## src/rtl/seg7_pkg.sv

```systemverilog
// Shared constants and types for the 7-segment scan controller.
// Holds segment encodings, BCD width, scan FSM states and the counter-width helper.
package seg7_pkg;

    localparam logic [6:0] SEG_BLANK = 7'b1111111;
    localparam int         BCD_W     = 4;

    typedef enum logic {
        S_BLANK = 1'b0,
        S_DRIVE = 1'b1
    } scan_state_e;

    // Width of a counter that must hold 0..n-1; never narrower than one bit.
    function automatic int cnt_width(input int n);
        return (n > 1) ? $clog2(n) : 1;
    endfunction

endpackage

```

## src/rtl/seg7_scan_ctrl_if.sv

```systemverilog
// Write port of the scan controller: requester presents digit codes and enables
// with valid, controller answers with ready.
interface seg7_scan_ctrl_if #(
    parameter int NUM_DIGITS = 8
);
    import seg7_pkg::*;

    logic                          i_valid;
    logic                          o_ready;
    logic [BCD_W*NUM_DIGITS-1:0]   i_data;
    logic [NUM_DIGITS-1:0]         i_en;

    modport master (
        output i_valid,
        output i_data,
        output i_en,
        input  o_ready
    );

    modport slave (
        input  i_valid,
        input  i_data,
        input  i_en,
        output o_ready
    );

endinterface

```

## src/rtl/seg7_scan_ctrl_display7.sv

```systemverilog
// Combinational BCD to 7-segment decoder, active-low, bit order {g,f,e,d,c,b,a}.
// Codes above 9 decode to a dark digit.
module display7
    import seg7_pkg::*;
(
    input  logic [BCD_W-1:0] bcd_i,
    output logic [6:0]       seg_o
);

    always_comb begin
        seg_o = SEG_BLANK;
        case (bcd_i)
            4'd0: seg_o = 7'b1000000;
            4'd1: seg_o = 7'b1111001;
            4'd2: seg_o = 7'b0100100;
            4'd3: seg_o = 7'b0110000;
            4'd4: seg_o = 7'b0011001;
            4'd5: seg_o = 7'b0010010;
            4'd6: seg_o = 7'b0000010;
            4'd7: seg_o = 7'b1111000;
            4'd8: seg_o = 7'b0000000;
            4'd9: seg_o = 7'b0010000;
            default: seg_o = SEG_BLANK;
        endcase
    end

endmodule

```

## src/rtl/seg7_scan_ctrl.sv

```systemverilog
// Time-multiplexed scan controller for a common-anode 7-segment bank with blanking
// and frame-aligned writes. Optional macro LEADING_ZERO_BLANK_EN suppresses leading zeros.
module seg7_scan_ctrl
    import seg7_pkg::*;
#(
    parameter int NUM_DIGITS   = 8,
    parameter int REFRESH_DIV  = 100000,
    parameter int BLANK_CYCLES = 1000
) (
    input  logic                  clk,
    input  logic                  rst_n,
    seg7_scan_ctrl_if.slave       wr,
    output logic [NUM_DIGITS-1:0] o_an,
    output logic [6:0]            o_seg,
    output logic                  o_frame_tick
);

    localparam int CNT_W = cnt_width(REFRESH_DIV);
    localparam int DIG_W = cnt_width(NUM_DIGITS);
    localparam int DATA_W = BCD_W * NUM_DIGITS;

    localparam logic [CNT_W-1:0] BLANK_LAST = CNT_W'(BLANK_CYCLES - 1);
    localparam logic [CNT_W-1:0] DRIVE_LAST = CNT_W'(REFRESH_DIV - BLANK_CYCLES - 1);
    localparam logic [DIG_W-1:0] LAST_DIG   = DIG_W'(NUM_DIGITS - 1);

    scan_state_e            state_q, state_d;
    logic [CNT_W-1:0]       cnt_q, cnt_d;
    logic [DIG_W-1:0]       digit_q, digit_d;

    logic [DATA_W-1:0]      active_data_q, active_data_d;
    logic [NUM_DIGITS-1:0]  active_en_q, active_en_d;
    logic [DATA_W-1:0]      shadow_data_q, shadow_data_d;
    logic [NUM_DIGITS-1:0]  shadow_en_q, shadow_en_d;
    logic                   pending_q, pending_d;

    logic [NUM_DIGITS-1:0]  an_q, an_d;
    logic [6:0]             seg_q, seg_d;
    logic                   tick_q, tick_d;

    logic                   slot_end;
    logic                   boundary;
    logic                   accept;
    logic                   drive_on;
    logic [NUM_DIGITS-1:0]  en_eff;
    logic [BCD_W-1:0]       cur_code;
    logic [6:0]             cur_seg;
    logic [BCD_W-1:0]       code_arr [NUM_DIGITS];

    generate
        for (genvar gi = 0; gi < NUM_DIGITS; gi++) begin : g_code
            assign code_arr[gi] = active_data_q[gi*BCD_W +: BCD_W];
        end
    endgenerate

`ifdef LEADING_ZERO_BLANK_EN
    // Active data only changes at the frame boundary, so evaluating continuously
    // is equivalent to evaluating once per frame.
    always_comb begin
        logic seen_nonzero;
        seen_nonzero = 1'b0;
        en_eff       = active_en_q;
        for (int k = NUM_DIGITS - 1; k >= 1; k--) begin
            if (active_en_q[k]) begin
                if (code_arr[k] != '0)
                    seen_nonzero = 1'b1;
                else if (!seen_nonzero)
                    en_eff[k] = 1'b0;
            end
        end
    end
`else
    assign en_eff = active_en_q;
`endif

    assign cur_code = code_arr[digit_q];

    display7 u_display7 (
        .bcd_i (cur_code),
        .seg_o (cur_seg)
    );

    always_comb begin
        slot_end = (state_q == S_BLANK) ? (cnt_q == BLANK_LAST) : (cnt_q == DRIVE_LAST);
        boundary = (state_q == S_DRIVE) && slot_end && (digit_q == LAST_DIG);
        accept   = wr.i_valid && !pending_q;
        drive_on = (state_q == S_DRIVE) && en_eff[digit_q];
    end

    always_comb begin
        state_d = state_q;
        cnt_d   = cnt_q + 1'b1;
        digit_d = digit_q;
        if (slot_end) begin
            cnt_d   = '0;
            state_d = (state_q == S_BLANK) ? S_DRIVE : S_BLANK;
            if (state_q == S_DRIVE)
                digit_d = (digit_q == LAST_DIG) ? '0 : digit_q + 1'b1;
        end
    end

    // accept implies pending_q == 0, so a write in the boundary cycle never
    // reaches the active registers until the following boundary.
    always_comb begin
        shadow_data_d = shadow_data_q;
        shadow_en_d   = shadow_en_q;
        active_data_d = active_data_q;
        active_en_d   = active_en_q;
        pending_d     = pending_q;
        if (boundary && pending_q) begin
            active_data_d = shadow_data_q;
            active_en_d   = shadow_en_q;
            pending_d     = 1'b0;
        end
        if (accept) begin
            shadow_data_d = wr.i_data;
            shadow_en_d   = wr.i_en;
            pending_d     = 1'b1;
        end
    end

    always_comb begin
        an_d   = '1;
        seg_d  = SEG_BLANK;
        tick_d = boundary;
        if (drive_on) begin
            an_d  = ~(NUM_DIGITS'(1) << digit_q);
            seg_d = cur_seg;
        end
    end

    always_ff @(posedge clk or negedge rst_n) begin
        if (!rst_n) begin
            state_q       <= S_BLANK;
            cnt_q         <= '0;
            digit_q       <= '0;
            active_data_q <= '0;
            active_en_q   <= '0;
            shadow_data_q <= '0;
            shadow_en_q   <= '0;
            pending_q     <= 1'b0;
            an_q          <= '1;
            seg_q         <= SEG_BLANK;
            tick_q        <= 1'b0;
        end else begin
            state_q       <= state_d;
            cnt_q         <= cnt_d;
            digit_q       <= digit_d;
            active_data_q <= active_data_d;
            active_en_q   <= active_en_d;
            shadow_data_q <= shadow_data_d;
            shadow_en_q   <= shadow_en_d;
            pending_q     <= pending_d;
            an_q          <= an_d;
            seg_q         <= seg_d;
            tick_q        <= tick_d;
        end
    end

    assign wr.o_ready   = !pending_q;
    assign o_an         = an_q;
    assign o_seg        = seg_q;
    assign o_frame_tick = tick_q;

endmodule

```

## src/flat_wrapper.sv

```systemverilog
// flat-port wrapper written by rule: the top's interface ports become plain ports
module seg7_scan_ctrl_flat import seg7_pkg::*;
#(
    parameter int NUM_DIGITS   = 8,
    parameter int REFRESH_DIV  = 100000,
    parameter int BLANK_CYCLES = 1000
)
  (clk, rst_n, o_an, o_seg, o_frame_tick, wr_i_valid, wr_i_data, wr_i_en, wr_o_ready);
  seg7_scan_ctrl_if #(.NUM_DIGITS(NUM_DIGITS)) wr_i ();
  input  logic clk;
  input  logic rst_n;
  output logic [NUM_DIGITS-1:0] o_an;
  output logic [6:0] o_seg;
  output logic o_frame_tick;
  input wire logic [$bits(wr_i.i_valid)-1:0] wr_i_valid;
  input wire logic [$bits(wr_i.i_data)-1:0] wr_i_data;
  input wire logic [$bits(wr_i.i_en)-1:0] wr_i_en;
  output wire logic [$bits(wr_i.o_ready)-1:0] wr_o_ready;
  assign wr_i.i_valid = wr_i_valid;
  assign wr_i.i_data = wr_i_data;
  assign wr_i.i_en = wr_i_en;
  assign wr_o_ready = wr_i.o_ready;
  seg7_scan_ctrl #(.NUM_DIGITS(NUM_DIGITS), .REFRESH_DIV(REFRESH_DIV), .BLANK_CYCLES(BLANK_CYCLES)) u_core (.clk(clk), .rst_n(rst_n), .wr(wr_i), .o_an(o_an), .o_seg(o_seg), .o_frame_tick(o_frame_tick));
endmodule
```

## config.mk

```make
export PLATFORM = sky130hd
export DESIGN_NAME = seg7_scan_ctrl_flat
export DESIGN_NICKNAME = d
export VERILOG_FILES = /design/src/rtl/seg7_pkg.sv /design/src/rtl/seg7_scan_ctrl_if.sv /design/src/rtl/seg7_scan_ctrl_display7.sv /design/src/rtl/seg7_scan_ctrl.sv /design/src/flat_wrapper.sv
export SDC_FILE = /design/constraint.sdc
export NUM_CORES = 1
export LEC_CHECK = 0
export CORE_ASPECT_RATIO = 0.75
export CORE_MARGIN = 4
export CORE_UTILIZATION = 35
export DETAILED_ROUTE_END_ITERATION = 7
export GPL_ROUTABILITY_DRIVEN = 0
export PLACE_DENSITY = 0.6
export SYNTH_ARGS = -nofsm -noshare
export SYNTH_HDL_FRONTEND = slang
export SYNTH_SLANG_ARGS = --single-unit
```

## constraint.sdc

```tcl
create_clock -name clk -period 2.5 [get_ports clk]
set_input_delay 0.5 -clock clk [delete_from_list [all_inputs] [get_ports clk]]
set_output_delay 0.5 -clock clk [all_outputs]
set_load 0.02 [all_outputs]
```

Word level (Yosys, flattened, before mapping):

Memory sizes are Yosys's and may differ from the RTL's.
Cells that the tools add are included.

* bitwise gates (word level): 2
* shift-type cells: 1
* equality and inequality tests: 3
* $add $sub $neg: 2
* magnitude comparators: 2
* reductions and logical operators: 8
* muxes and demuxes: 13

Operators with widths (number)
* 17-bit by 1-bit adder with 17-bit output, second input constant: 1
* 17-bit by 10-bit equality test with 1-bit output, second input constant: 1
* 17-bit equality test, second input constant: 1
* 17-bit 2-to-1 mux: 1
* 4-bit binary-select mux with 3-bit select: 1
* 4-bit 2-to-1 mux: 2
* 8-bit 2-to-1 mux: 1
* 8-bit inverter: 1
* 1-bit by 3-bit left shift with 8-bit output, first input constant: 1
* 7-bit 2-to-1 mux: 1
* 1-bit logical AND: 5
* 1-bit 2-to-1 mux: 5
* 4-bit greater-or-equal comparator, second input constant: 1
* 3-bit by 4-bit < comparator with 1-bit output, second input constant: 1
* 3-bit inverter with 4-bit output: 1
* 3-bit by 1-bit adder with 3-bit output, second input constant: 1
* 1-bit binary-select mux with 3-bit select: 1
* 3-bit equality test, second input constant: 1
* 3-bit 2-to-1 mux: 1
* 2-bit AND reduction: 1
* 2-bit nonzero test: 1
* 1-bit zero test: 1

* memories: 1
* memory bits (read-only): 112
* output and inout port bits: 17
* input bits: 43
* word-level logic and storage cells: 43
* register bits: 118

Memory list
* (name not given): depth 16, width 7, rd ports 1, clocked after Yosys merged registers in 0, wr ports 0, line seg7_scan_ctrl_display7.sv:12 `case (bcd_i)`

Logic depth before layout (Yosys ltp):

Gate-level depths: netlist (run 1).

* depth in word-level cells: 7
* depth in mapped cells: 8
* depth with buffers taken out: 7

Modules after synthesis:

A second synthesis (run 1) with hierarchy kept.

* cell total of the unflattened synthesis: 375
* area, all modules: 5285.1 um^2

By module, submodules not included
* seg7_scan_ctrl: sequential area each 2971.6 um^2, area each 5074.9 um^2, cells an instance 342, instances 1
* display7: sequential area each 0.0 um^2, area each 210.2 um^2, cells an instance 33, instances 1

Worst setup path before layout (run 1):

No wires, ideal clock.

* path type: flip-flop to flip-flop
* from: reg u_core.digit_q[0]
* to: reg u_core.seg_q[1] (netlist: u_core.o_seg[1])
* required time: 2.423 ns
* setup slack: 0.361 ns
* period minus slack after synthesis: 2.139 ns
* stages on the path, launching flop included: 9
* data arrival time: 2.062 ns
* path buffers: 1
* library setup time: 0.077 ns
* cells stage by stage: dfrtp_1 buf_6 mux4_2 mux2_4 inv_1 ha_1 inv_1 o21ai_0 a21bo_2

* word-level cells in the longest chain between the ends: 6
* elaborated cells between the ends (all ways): 9
* those cells by class: mux: 6; bitwise: 1; reduce/logical: 1; memory: 1

Ends and longest elaborated chain
* start: declaration: line seg7_scan_ctrl.sv:28 `logic [DIG_W-1:0] digit_q, digit_d;`
* start signal: assignment: line seg7_scan_ctrl.sv:147 `digit_q <= digit_d;`
* 3-bit inverter with 4-bit output (not written as such): line seg7_scan_ctrl.sv:75 `assign cur_code = code_arr[digit_q];`
* 4-bit binary-select mux with 3-bit select: line seg7_scan_ctrl.sv:75
* 4-bit 2-to-1 mux (not written as such) (2 in a row): line seg7_scan_ctrl.sv:75
* memory read 16 x 7 bit
* 7-bit 2-to-1 mux *: line seg7_scan_ctrl.sv:125 `if (drive_on) begin`
* named net u_core.seg_d[1]: line seg7_scan_ctrl.sv:37 `logic [6:0] seg_q, seg_d;`
* end signal: assignment: line seg7_scan_ctrl.sv:154 `seg_q <= seg_d;`
* end: declaration: line seg7_scan_ctrl.sv:37

The timed path passes the listed nets; every way through them passes the cells marked *. The select of a mux whose other input is x is not followed.
A chain may end at the register's enable or synchronous reset.

Worst setup path after layout (run 1):

Ends and elaborated chain as after synthesis.

==> results summary, run 1 <==
The total power divided by cell area is 712 nW/um^2. The routed wire length is 9560 um. Final hold analysis gives a worst-case slack of 111 ps.

In the synthesized netlist the async set-or-reset flop fraction comes to 1.00. The area of the core region came out at 14000 sq um. The met3 routed wirelength came out at 396 um.

STA classifies the critical path endpoint as a register. The length of the first detailed-routing pass in iterations came out at 4. The number of hold violations in the final report came to 0.

In this run, distinct cell masters in the synthesized netlist total 44. In this run, synthesis produced a sequential element count of 118. In this design, the critical path's most frequently occurring cell is sky130_fd_sc_hd__inv_1. In the global route stage, overall resource usage came out at 0.125. The kind of cell with the highest combined delay along the critical path is multiplexers. The share of power burned in registers came out at 0.433. The switching power summed over all nets is 0.990 mW. The HPWL reported at the end of detailed placement came out at ~6700 um.

The cell area after layout is 6630 sq um. On the worst path, the slowest cell contributes a delay of between 500 and 600 ps. The biggest area contributor in the post-synthesis netlist is sky130_fd_sc_hd__dfrtp_1. The min-delay analysis places its worst path in the category input port to asynchronous set/reset pin. The leakage power of the design came out at 2.98 nW. The measured slew at the worst slew-check pin is 615 ps.

The instance count on the critical path is 7. The relative slew slack is 0.590. Setup repair after global routing left no endpoint under its margin. In this run the remaining antenna-violating nets after routing total 0. The area after detailed placement is 6010 sq um. The final cell count without fillers came out at 635.

The clock tree skew after final layout came out at 9.53 ps. The number of placed instances, taps included came out at roughly 600. The length of routed wiring on met1 is approximately 4800 um. The floorplan step set the die width to 148 um. The antenna diode count is 0. For this design the top-level I/O count stands at 60. The initial antenna violation count is 0.

The worst setup path is of the register to register kind. The first global-routing pass estimated between 15000 and 20000 um of wire. Static timing analysis puts the maximum clock frequency at 453 MHz. The detail-routed via count per cell came out at 4.61. The cell-internal power is 3.73 mW. The final routed wire length divided by cell count is 15.1 um.

The net total in the final layout is between 400 and 500. The proportion of netlist area held by the largest area contributor came out at 0.503. The iteration-0 DRC count of the detailed router came out at between 100 and 150. The data arrival time of the critical path came out at 2540 ps. For this block, the via count after detailed routing is 2926. The pin count of the biggest net entering global routing is 47. In the final layout, the share of cells above drive strength 1 is 0.348. For this design, the slowest cell found on the critical path is sky130_fd_sc_hd__mux4_2. Measured on the finished design, the core utilization comes to 0.472. The post-CTS repair timing setup buffer count is 0. The share of power burned in combinational logic came out at 0.040. The die covers 16700 sq um. The total of endpoints with negative setup slack in the final report is 0. The flow ran to the end, and the final reports show no timing, DRC or antenna violations. The routed design uses 4270 um of met2 wire. The detailed router used layers up to and including met4.

The chip height came out at 113 um. The cell depth of the worst flop-to-flop path came out at 7. Input and output buffers added on the ports amount to slightly below 60. The final sum of negative setup slack came out at 0 ps. Synthesis produced ~350 cells.

For the worst-skew pair, the clock arrives at the later sink with an insertion delay of 400 ps. TritonCTS built the clock tree. Yosys attributes the largest share of cell area to sky130_fd_sc_hd__dfrtp_1 50%, sky130_fd_sc_hd__mux2_2 18%, sky130_fd_sc_hd__dfstp_2 7.7%. The number of global-route vias before repair was ~3100. The sequential element share of the synthesized area is 0.580. The worst endpoint required time came out at 2830 ps. The largest fanout on the critical path is 10. In this run, synthesis inferred 0 flip-flops with an integrated enable.

The clock-pin transition on the worst setup and hold timing paths is around 60 ps. The area of the mapped netlist is 5120 sq um. The maximum count of clock buffers along a single path is 2.

The DRC violation count after routing came out at 0. The number of placement rows came out at 37. The clock tree synthesis step divided the H-tree into 4 levels. The maximum ir drop on the vdd rail came out at 488 uV. The fraction of power spent switching nets is 0.210. The clock group share of total power came out at 0.527. The number of buffers created by CTS is 17. The number of max-slew violations in the final report came out at 0. For this run, the leading register cell type out of synthesis is sky130_fd_sc_hd__dfrtp_1. CTS placed an instance of sky130_fd_sc_hd__clkbuf_16 at the clock tree root. STA classifies the critical path startpoint as a register. The synthesized net count came out at 407.

The mean cell area of the mapped netlist came out at between 10 and 15 sq um. Traced cell by cell, the critical path runs through mux4_2 -> mux2_4 -> inv_1 -> ha_1 -> inv_1 -> o21ai_0 -> a21bo_2. The number of sinks handled by clock tree synthesis is 118.

During synthesis, Yosys emitted a total of 0 warnings. The clock period minus final worst setup slack is 2210 ps. Together, buffers and inverters on the worst path number 2.

The effective utilization at floorplan is 0.365. The count of max-cap constraint violations came out at 0. Of the available clock period, the critical path in the final layout requires 0.884. The total overflow reported by the global router came out at 0.

The area growth from synthesis to final layout came out at 29.4%.
[timing repair]
action | CTS | global route
resized for setup | 0 | 1
hold buffers | 0 | 0
endpoints found under the setup margin | 0 | 1
[worst paths after layout]
check	start	end	slack [ps]
worst max register to register	u_core.digit_q[0]	u_core.o_seg[1]	290
min in group clk	u_core.cnt_q[0]	u_core.cnt_q[0]	450
worst min register to register	u_core.cnt_q[0]	u_core.cnt_q[0]	450
worst min-delay path	rst_n	u_core.shadow_data_q[27]	110
worst max-delay path	u_core.digit_q[0]	u_core.o_seg[1]	290
max in group asynchronous	rst_n	u_core.o_an[5]	1700
[per-stage QoR]
step	power [mW]	setup slack [ps]
4_1_cts	4.78	110
3_5_place_dp	2.27	125
2_1_floorplan	2.13	361
3_3_place_gp	2.27	170
6_report	4.72	291
5_1_grt	4.92	184
[layout by cell type, fill, tap and decap left out, types with 2 or more instances in the layout]
| cell | count |
|---|---|
| sky130_fd_sc_hd__a21oi_1 | 5 |
| sky130_fd_sc_hd__a31oi_1 | 3 |
| sky130_fd_sc_hd__and2_1 | 7 |
| sky130_fd_sc_hd__and4_1 | 3 |
| sky130_fd_sc_hd__buf_12 | 3 |
| sky130_fd_sc_hd__buf_4 | 8 |
| sky130_fd_sc_hd__bufinv_16 | 3 |
| sky130_fd_sc_hd__clkbuf_16 | 17 |
| sky130_fd_sc_hd__clkdlybuf4s50_1 | 58 |
| sky130_fd_sc_hd__clkinv_4 | 4 |
| sky130_fd_sc_hd__clkinvlp_4 | 2 |
| sky130_fd_sc_hd__dfrtp_1 | 102 |
| sky130_fd_sc_hd__dfstp_2 | 15 |
| sky130_fd_sc_hd__ha_1 | 12 |
| sky130_fd_sc_hd__inv_1 | 8 |
| sky130_fd_sc_hd__inv_6 | 3 |
| sky130_fd_sc_hd__mux2_2 | 84 |
| sky130_fd_sc_hd__mux2i_1 | 3 |
| sky130_fd_sc_hd__mux4_1 | 8 |
| sky130_fd_sc_hd__mux4_2 | 2 |
| sky130_fd_sc_hd__nand2_1 | 16 |
| sky130_fd_sc_hd__nand2b_1 | 3 |
| sky130_fd_sc_hd__nand3_1 | 6 |
| sky130_fd_sc_hd__nand4_1 | 4 |
| sky130_fd_sc_hd__nor2_1 | 15 |
| sky130_fd_sc_hd__nor2b_1 | 2 |
| sky130_fd_sc_hd__nor4b_1 | 3 |
| sky130_fd_sc_hd__o21a_1 | 2 |
| sky130_fd_sc_hd__o21ai_0 | 3 |
| sky130_fd_sc_hd__xnor2_1 | 2 |
| sky130_fd_sc_hd__xor2_1 | 11 |
[state kept, by name, indices dropped and copies added (netlist names)]
signal	count
u_core.active_data_q	32
u_core.cnt_q	17
u_core.o_frame_tick	1
u_core.state_q	1
u_core.active_en_q	8
u_core.o_seg	7
u_core.shadow_data_q	32
u_core.o_an	8
u_core.shadow_en_q	8
u_core.pending_q	1
u_core.digit_q	3
[power groups by stage]
| stage | registers (mW) | clock network (mW) | logic, mW |
|---|---|---|---|
| 6_report | 2.04 | 2.49 | 0.189 |
| 5_1_grt | 2.05 | 2.65 | 0.211 |
| 4_1_cts | 2.04 | 2.54 | 0.195 |
| 3_5_place_dp | 2.08 | 0 | 0.194 |
| 3_3_place_gp | 2.08 | 0 | 0.190 |
| 2_1_floorplan | 2.06 | 0 | 0.0736 |
[final cells by class]
type	count	area, sq um
Fill cell	1216	7400
Sequential cell	118	2970
Multi-Input combinational cell	212	2060
Timing Repair Buffer	69	701
Clock buffer	19	443
Tap cell	195	244
Clock inverter	13	171
Inverter	9	33.8
[metal layers]
layer | GRT usage | vias up
met2 | 0.181 | 53
met4 | 0.0410 | 0
li1 | - | 1407
met1 | 0.178 | 1459
met3 | 0.0392 | 7
met5 | 0 | -
[Yosys cell counts, types with 2 or more instances]
cell                       instances
sky130_fd_sc_hd__nand4_1           4
sky130_fd_sc_hd__a31oi_1           3
sky130_fd_sc_hd__xor2_1           11
sky130_fd_sc_hd__buf_2             6
sky130_fd_sc_hd__inv_1             8
sky130_fd_sc_hd__a21oi_1           5
sky130_fd_sc_hd__ha_1             12
sky130_fd_sc_hd__nor4b_1           3
sky130_fd_sc_hd__nor2b_1           3
sky130_fd_sc_hd__nand3_1           6
sky130_fd_sc_hd__nand2b_1          3
sky130_fd_sc_hd__dfrtp_1         103
sky130_fd_sc_hd__mux4_1            8
sky130_fd_sc_hd__o21ai_0           3
sky130_fd_sc_hd__o21a_1            2
sky130_fd_sc_hd__nor2_1           15
sky130_fd_sc_hd__mux2_2           84
sky130_fd_sc_hd__mux2i_1           3
sky130_fd_sc_hd__dfstp_2          15
sky130_fd_sc_hd__clkbuf_1          6
sky130_fd_sc_hd__and4_1            3
sky130_fd_sc_hd__and2_1            7
sky130_fd_sc_hd__nand2_1          16
sky130_fd_sc_hd__xnor2_1           2
sky130_fd_sc_hd__mux4_2            2
[worst register-to-register path: cells and delay by family (launching register included)]
family	cells	cell delay, ps
buffers and inverters	2	180
adders and majority gates	1	230
AOI/OAI and AO/OA	2	300
muxes	2	890
DFF	1	540
[cell families after synthesis]
kind of cell	synth area share
compound gates	0.0227
xor+xnor	0.0222
fa+ha+maj	0.0293
buf+inv	0.0191
flops	0.580
mux	0.250
simple gates	0.0762
(Power assumes the default switching activity.)
==> run 2, diff against run 1 <==
--- a/config.mk
+++ b/config.mk
@@ -11,6 +11,7 @@
 export DETAILED_ROUTE_END_ITERATION = 7
 export GPL_ROUTABILITY_DRIVEN = 0
 export PLACE_DENSITY = 0.6
+export SKIP_CTS_REPAIR_TIMING = 1
 export SYNTH_ARGS = -nofsm -noshare
 export SYNTH_HDL_FRONTEND = slang
 export SYNTH_SLANG_ARGS = --single-unit
==> results of run 2 <==
No change in the layout: final DEF, timing and power equal those of run 1.
==> run 3, diff against run 2 <==
--- a/config.mk
+++ b/config.mk
@@ -11,7 +11,6 @@
 export DETAILED_ROUTE_END_ITERATION = 7
 export GPL_ROUTABILITY_DRIVEN = 0
 export PLACE_DENSITY = 0.6
-export SKIP_CTS_REPAIR_TIMING = 1
 export SYNTH_ARGS = -nofsm -noshare
 export SYNTH_HDL_FRONTEND = slang
 export SYNTH_SLANG_ARGS = --single-unit
==> results of run 3 <==
No change in the layout: final DEF, timing and power equal those of run 1.
==> variant 1 (config.mk and constraints of run 2) <==
Take the reset off `active_data_q` and `shadow_data_q` and load them in a clocked block of their own.
--- a/src/rtl/seg7_scan_ctrl.sv
+++ b/src/rtl/seg7_scan_ctrl.sv
@@ -133,9 +133,7 @@
             state_q       <= S_BLANK;
             cnt_q         <= '0;
             digit_q       <= '0;
-            active_data_q <= '0;
             active_en_q   <= '0;
-            shadow_data_q <= '0;
             shadow_en_q   <= '0;
             pending_q     <= 1'b0;
             an_q          <= '1;
@@ -145,15 +143,18 @@
             state_q       <= state_d;
             cnt_q         <= cnt_d;
             digit_q       <= digit_d;
-            active_data_q <= active_data_d;
             active_en_q   <= active_en_d;
-            shadow_data_q <= shadow_data_d;
             shadow_en_q   <= shadow_en_d;
             pending_q     <= pending_d;
             an_q          <= an_d;
             seg_q         <= seg_d;
             tick_q        <= tick_d;
         end
+    end
+
+    always_ff @(posedge clk) begin
+        active_data_q <= active_data_d;
+        shadow_data_q <= shadow_data_d;
     end
 
     assign wr.o_ready   = !pending_q;
Formal check against the unedited RTL: same outputs for any inputs over 10 cycles, from zero or initial values and one cycle with rst_n low; that may be too few to reach the edited logic, so the function may still have changed.
==> variant 1 against run 2 <==
Worst setup slack got worse by 94 ps; synthesized area decreased by 7.1%; non-clock buffer count unchanged; global-route usage decreased by 0.46 points; wire length decreased by 11%; cell area decreased by 6.1%; synthesized cell count decreased by 18%; total power decreased by 1.8%; sequential cell count unchanged; critical path type unchanged; highest routed layer unchanged.
==> variant 1: results (changes against run 2) <==
[timing]
slew-limit-headroom_pct = 54.4  ; -4.5 points
setup_viol = 0  ; unchanged
final.setup_skew_ps = 9.51  ; -0.0188 ps

[clock_tree]
path_clk_slew_ps = 60  ; about the same
root_buffer = clkbuf_16
numCtsBuffers = 17  ; unchanged
cts_buffer_depth = 2  ; unchanged
clk-insertion-delay-late_ps = 410
h-tree-depth = 4  ; unchanged

[detailed_routing]
drt_iter0_drc = 171  ; +45%
wl_um = 8490  ; -11%
dr.pass1.iters = 4  ; unchanged
via_per_inst = 4.61  ; about the same

[power]
irDropWorstVdd_mv = 0.451  ; -7.5%
leakagePower_nw = 2.41  ; -19%
netSwitchingFraction_pct = 20.1  ; -0.90 points

[yosys]
yosysSeqAreaShare_pct = 69.2  ; +11 points
ys_top_cells_by_area = edfxtp_1, dfrtp_1, dfstp_2
ys_warn_count = 0  ; unchanged
async_flop_share_pct = 45.8  ; -54 points
ys_types = 46  ; +4.5%
synth_edf_count = 64  ; +64
synth_nets = 345  ; -15%
synthTopCellsByCount = edfxtp_1, dfrtp_1, nand2_1

[layout]
layout-drive-gt1-share_pct = 24.7  ; -10 points
diodes = 0  ; unchanged
top_regs = u_core.active_data_q x32, u_core.shadow_data_q x32, u_core.cnt_q x17
nets = 426  ; -12%
fill_cells = 1137  ; -6.5%

[run_status]
status = finished clean

[global_routing]
grt_pass1_vias = 2642  ; -15%
grt_max_degree = 34  ; -28%
grt_pass1_wl_um = 14100  ; -14%
grt_usage_pct = 12.0  ; -0.46 points
antenna_found_initial = 0  ; unchanged

[placed_design]
dpl.hpwl_um = 5980  ; -10%
pre_cts_ws_ps = 155  ; +29.6 ps
io_buffers = 59  ; unchanged
placed_area_sq_um = 5620  ; -6.5%

[setup_path]
worstPathArrival_ps = 2590  ; +50 ps
crit_type = flip-flop to flip-flop
worstPathMaxFanout = 10  ; unchanged
crit_path_end_kind = flip-flop
cp-startpoint = u_core.digit_q[0]

[min_path]
hold_class = input pin to asynchronous set/reset pin

==> variant 1: cell types whose count changed after synthesis, sizes merged, moves of 3 or more <==
cell | run 2 | this run
and2 | 8 | 5
buf | 7 | 4
clkbuf | 6 | 3
dfrtp | 103 | 39
edfxtp | 0 | 64
mux2 | 85 | 21
nand2 | 16 | 19
nand3 | 6 | 11
==> variant 1: per-layer routing <==
layer  wire length, um  vias to the layer above  global-route usage [%]
met4               126                        0                    4.27
met2              3440                       65                    15.4
met3               465                       14                    4.91
met5                 0                        -                       0
met1              4460                     1244                    18.0
li1                  -                     1235                       -
==> variant 1: final timing paths <==
| check | end | slack, ps | cells after the start |
|---|---|---|---|
| min in group clk | u_core.active_data_q[3] | 410 | 0 |
| max reg2reg | u_core.active_en_q[1] | 200 | 5 |
| min | u_core.pending_q | 130 | 1 |
| min reg2reg | u_core.active_data_q[3] | 410 | 0 |
| max | u_core.active_en_q[1] | 200 | 5 |
| max in group asynchronous | u_core.o_seg[0] | 1620 | 2 |
==> variant 1: logic make-up (layout without fill, tap and decap cells) <==
family / after synthesis / after routing / share of synthesized area [%]
XOR/XNOR: 13 / 13 / 2.39
buffers and inverters: 16 / 110 / 1.63
AND/OR/NAND/NOR: 77 / 77 / 8.78
flip-flops: 118 / 118 / 69.2
adder cells (fa/ha/maj): 12 / 12 / 3.16
AO/OA/AOI/OAI: 18 / 18 / 2.71
multiplexers: 36 / 36 / 12.1
==> variant 1: power by group through the flow <==
stage	sequential, mW	combinational, mW	clock (mW)
floorplan	2.10	0.0138	0
global placement	2.11	0.0992	0
detailed placement	2.11	0.102	0
CTS	2.07	0.102	2.52
global route	2.07	0.109	2.62
finish	2.07	0.0990	2.46
==> variant 1: worst max-delay path, cell delays in order, from the launching register on <==
cell,delay (ps)
dfrtp_1,610
ha_1,260
ha_1,230
nand3_1,150
or3_1,560
mux2_4,380
==> variant 1: stage by stage <==
stage                     power [mW]  cells  util [%]  hold slack, ps
final                           4.63    555      47.3             131
after CTS                       4.69    555      47.3             130
after global routing            4.80    555      47.3             160
after floorplan                 2.12    290         -             204
after global placement          2.21    523      42.7             404
after detailed placement        2.21    523      42.7             405
==> variant 1: layout make-up <==
class | instances | area (sq um) | area share, %
clock buffer | 17 | 425 | 6.84
clock inverter | 15 | 175 | 2.82
inverter | 9 | 33.8 | 0.543
multi-input combinational | 156 | 1410 | 22.6
sequential | 118 | 3290 | 52.9
tap | 171 | 214 | 3.44
timing repair buffer | 69 | 673 | 10.8
==> variant 2 (settings of run 2) <==
Without the edit above. Build with the macro `LEADING_ZERO_BLANK_EN` defined.
--- a/src/rtl/seg7_scan_ctrl.sv
+++ b/src/rtl/seg7_scan_ctrl.sv
@@ -1,5 +1,7 @@
 // Time-multiplexed scan controller for a common-anode 7-segment bank with blanking
 // and frame-aligned writes. Optional macro LEADING_ZERO_BLANK_EN suppresses leading zeros.
+`define LEADING_ZERO_BLANK_EN
+
 module seg7_scan_ctrl
     import seg7_pkg::*;
 #(
Formal check against the unedited RTL: same outputs for any inputs over 10 cycles, from zero or initial values and one cycle with rst_n low; that may be too few to reach the edited logic, so the function may still have changed.
==> variant 2 against run 2 <==
Clock skew shrank 2.5 ps; total power shrank 2.4%; sequential cell count is the same; synthesized area up 6.4%; clock power fell by 4%; sequential share of layout area shrank 1.6 points; critical endpoint is now u_core.o_seg[6]; final cell count is 6.6% higher; wire length rose by 12%; cell area is 3.6% higher; worst setup slack lost 32 ps; first-iteration DRC count grew 25%.
==> variant 2: results (changes against run 2) <==
[placed_design]
dpl.hpwl_um = 7790  ; +17%
pre_cts_ws_ps = 266  ; +141 ps
dp.cells = 645  ; +7.0%
placed_area_sq_um = 6270  ; +4.3%

[global_routing]
grt_pass1_wl_um = 17800  ; +8.8%
grt_max_degree = 54  ; +15%
grt_pass1_vias = 3302  ; +5.8%
grt_usage_pct = 12.7  ; +0.25 points

[timing]
max_freq_mhz = 446  ; -1.4%
hold_ws_ps = 135  ; +24.6 ps
tightest_slew_ps = 970  ; +355 ps
final.setup_skew_ps = 6.98  ; -2.55 ps

[yosys]
synth_cells = 388  ; +10%
yosysSeqAreaShare_pct = 54.5  ; -3.5 points
synth_nets = 443  ; +8.8%
ys_top_cells_by_area = dfrtp_1, mux2_4, mux2_2
synthTopCellsByCount = dfrtp_1, mux2_2, mux2_4

[setup_path]
worstPathArrival_ps = 2520  ; -20 ps
cpMaxStageDelayCell = mux4_2
reg2reg_slack_ps = 260  ; -30 ps
crit_family = multiplexers
worstPathMaxFanout = 16  ; +6
cpPeakStageDelay_ps = 530  ; -20 ps
r2r_cells = 8  ; +1

[power]
leakagePower_nw = 2.97  ; -0.60%
irDropWorstVdd_mv = 0.443  ; -9.2%
netSwitchingFraction_pct = 21.7  ; +0.72 points

[layout]
fill_cells = 1368  ; +13%
layout.cells.non_filler = 677  ; +6.6%
layout-drive-gt1-share_pct = 33.3  ; -1.5 points
nets = 514  ; +6.6%

[detailed_routing]
drt_iter0_drc = 148  ; +25%
vias = 3207  ; +9.6%
drtAntennaViolNets = 0  ; unchanged
wl_um = 10700  ; +12%

[clock_tree]
cts_buffer_depth = 2  ; unchanged
h-tree-depth = 4  ; unchanged
clk-insertion-delay-late_ps = 400  ; about the same

[run_status]
status = finished clean

variant 2: cell types whose count changed after synthesis, sizes merged, moves of 4 or more:
| cell | change |
|---|---|
| xor2 | -4 |
| nor2 | +9 |
| o41ai | +5 |
| xnor2 | +6 |
| and2 | -6 |
| nand3 | +14 |
| o21ai | +8 |
variant 2: worst paths after layout:
check	startpoint	endpoint
worst min register to register	u_core.cnt_q[0]	u_core.cnt_q[0]
worst max register to register	u_core.digit_q[1]	u_core.o_seg[6]
min in group clk	u_core.cnt_q[0]	u_core.cnt_q[0]
worst min-delay path	rst_n	u_core.shadow_en_q[1]
worst max-delay path	u_core.digit_q[1]	u_core.o_seg[6]
max in group asynchronous	rst_n	u_core.o_seg[2]
variant 2: final cells by class:
| cell class | count | area [sq um] | area share, % |
|---|---|---|---|
| sequential | 118 | 2970 | 43.3 |
| timing repair buffer | 67 | 686 | 9.99 |
| multi-input combinational | 243 | 2310 | 33.7 |
| clock inverter | 14 | 153 | 2.22 |
| tap | 205 | 256 | 3.74 |
| inverter | 12 | 45.0 | 0.656 |
| clock buffer | 18 | 439 | 6.40 |
variant 2: cells by family after synthesis:
family / synth area share (%)
compound gates: 3.15
xor+xnor: 2.41
mux: 24.9
fa+ha+maj: 2.76
simple gates: 9.14
flops: 54.5
buf+inv: 3.15
variant 2: routing by layer:
layer  global-route usage, %  part of all wire (%)  vias to the layer above
met5                       0                     0                        -
met4                    3.23                  0.64                        0
met3                    4.14                   4.4                        5
met2                    17.0                    40                       67
met1                    19.7                    55                     1597
li1                        -                     -                     1538
variant 2: power by group through the flow:
stage,clock network [mW],registers [mW],logic (mW)
finish,2.39,2.04,0.181
global route,2.52,2.05,0.202
CTS,2.43,2.04,0.187
detailed placement,0,2.07,0.186
global placement,0,2.07,0.180
floorplan,0,2.05,0.0679
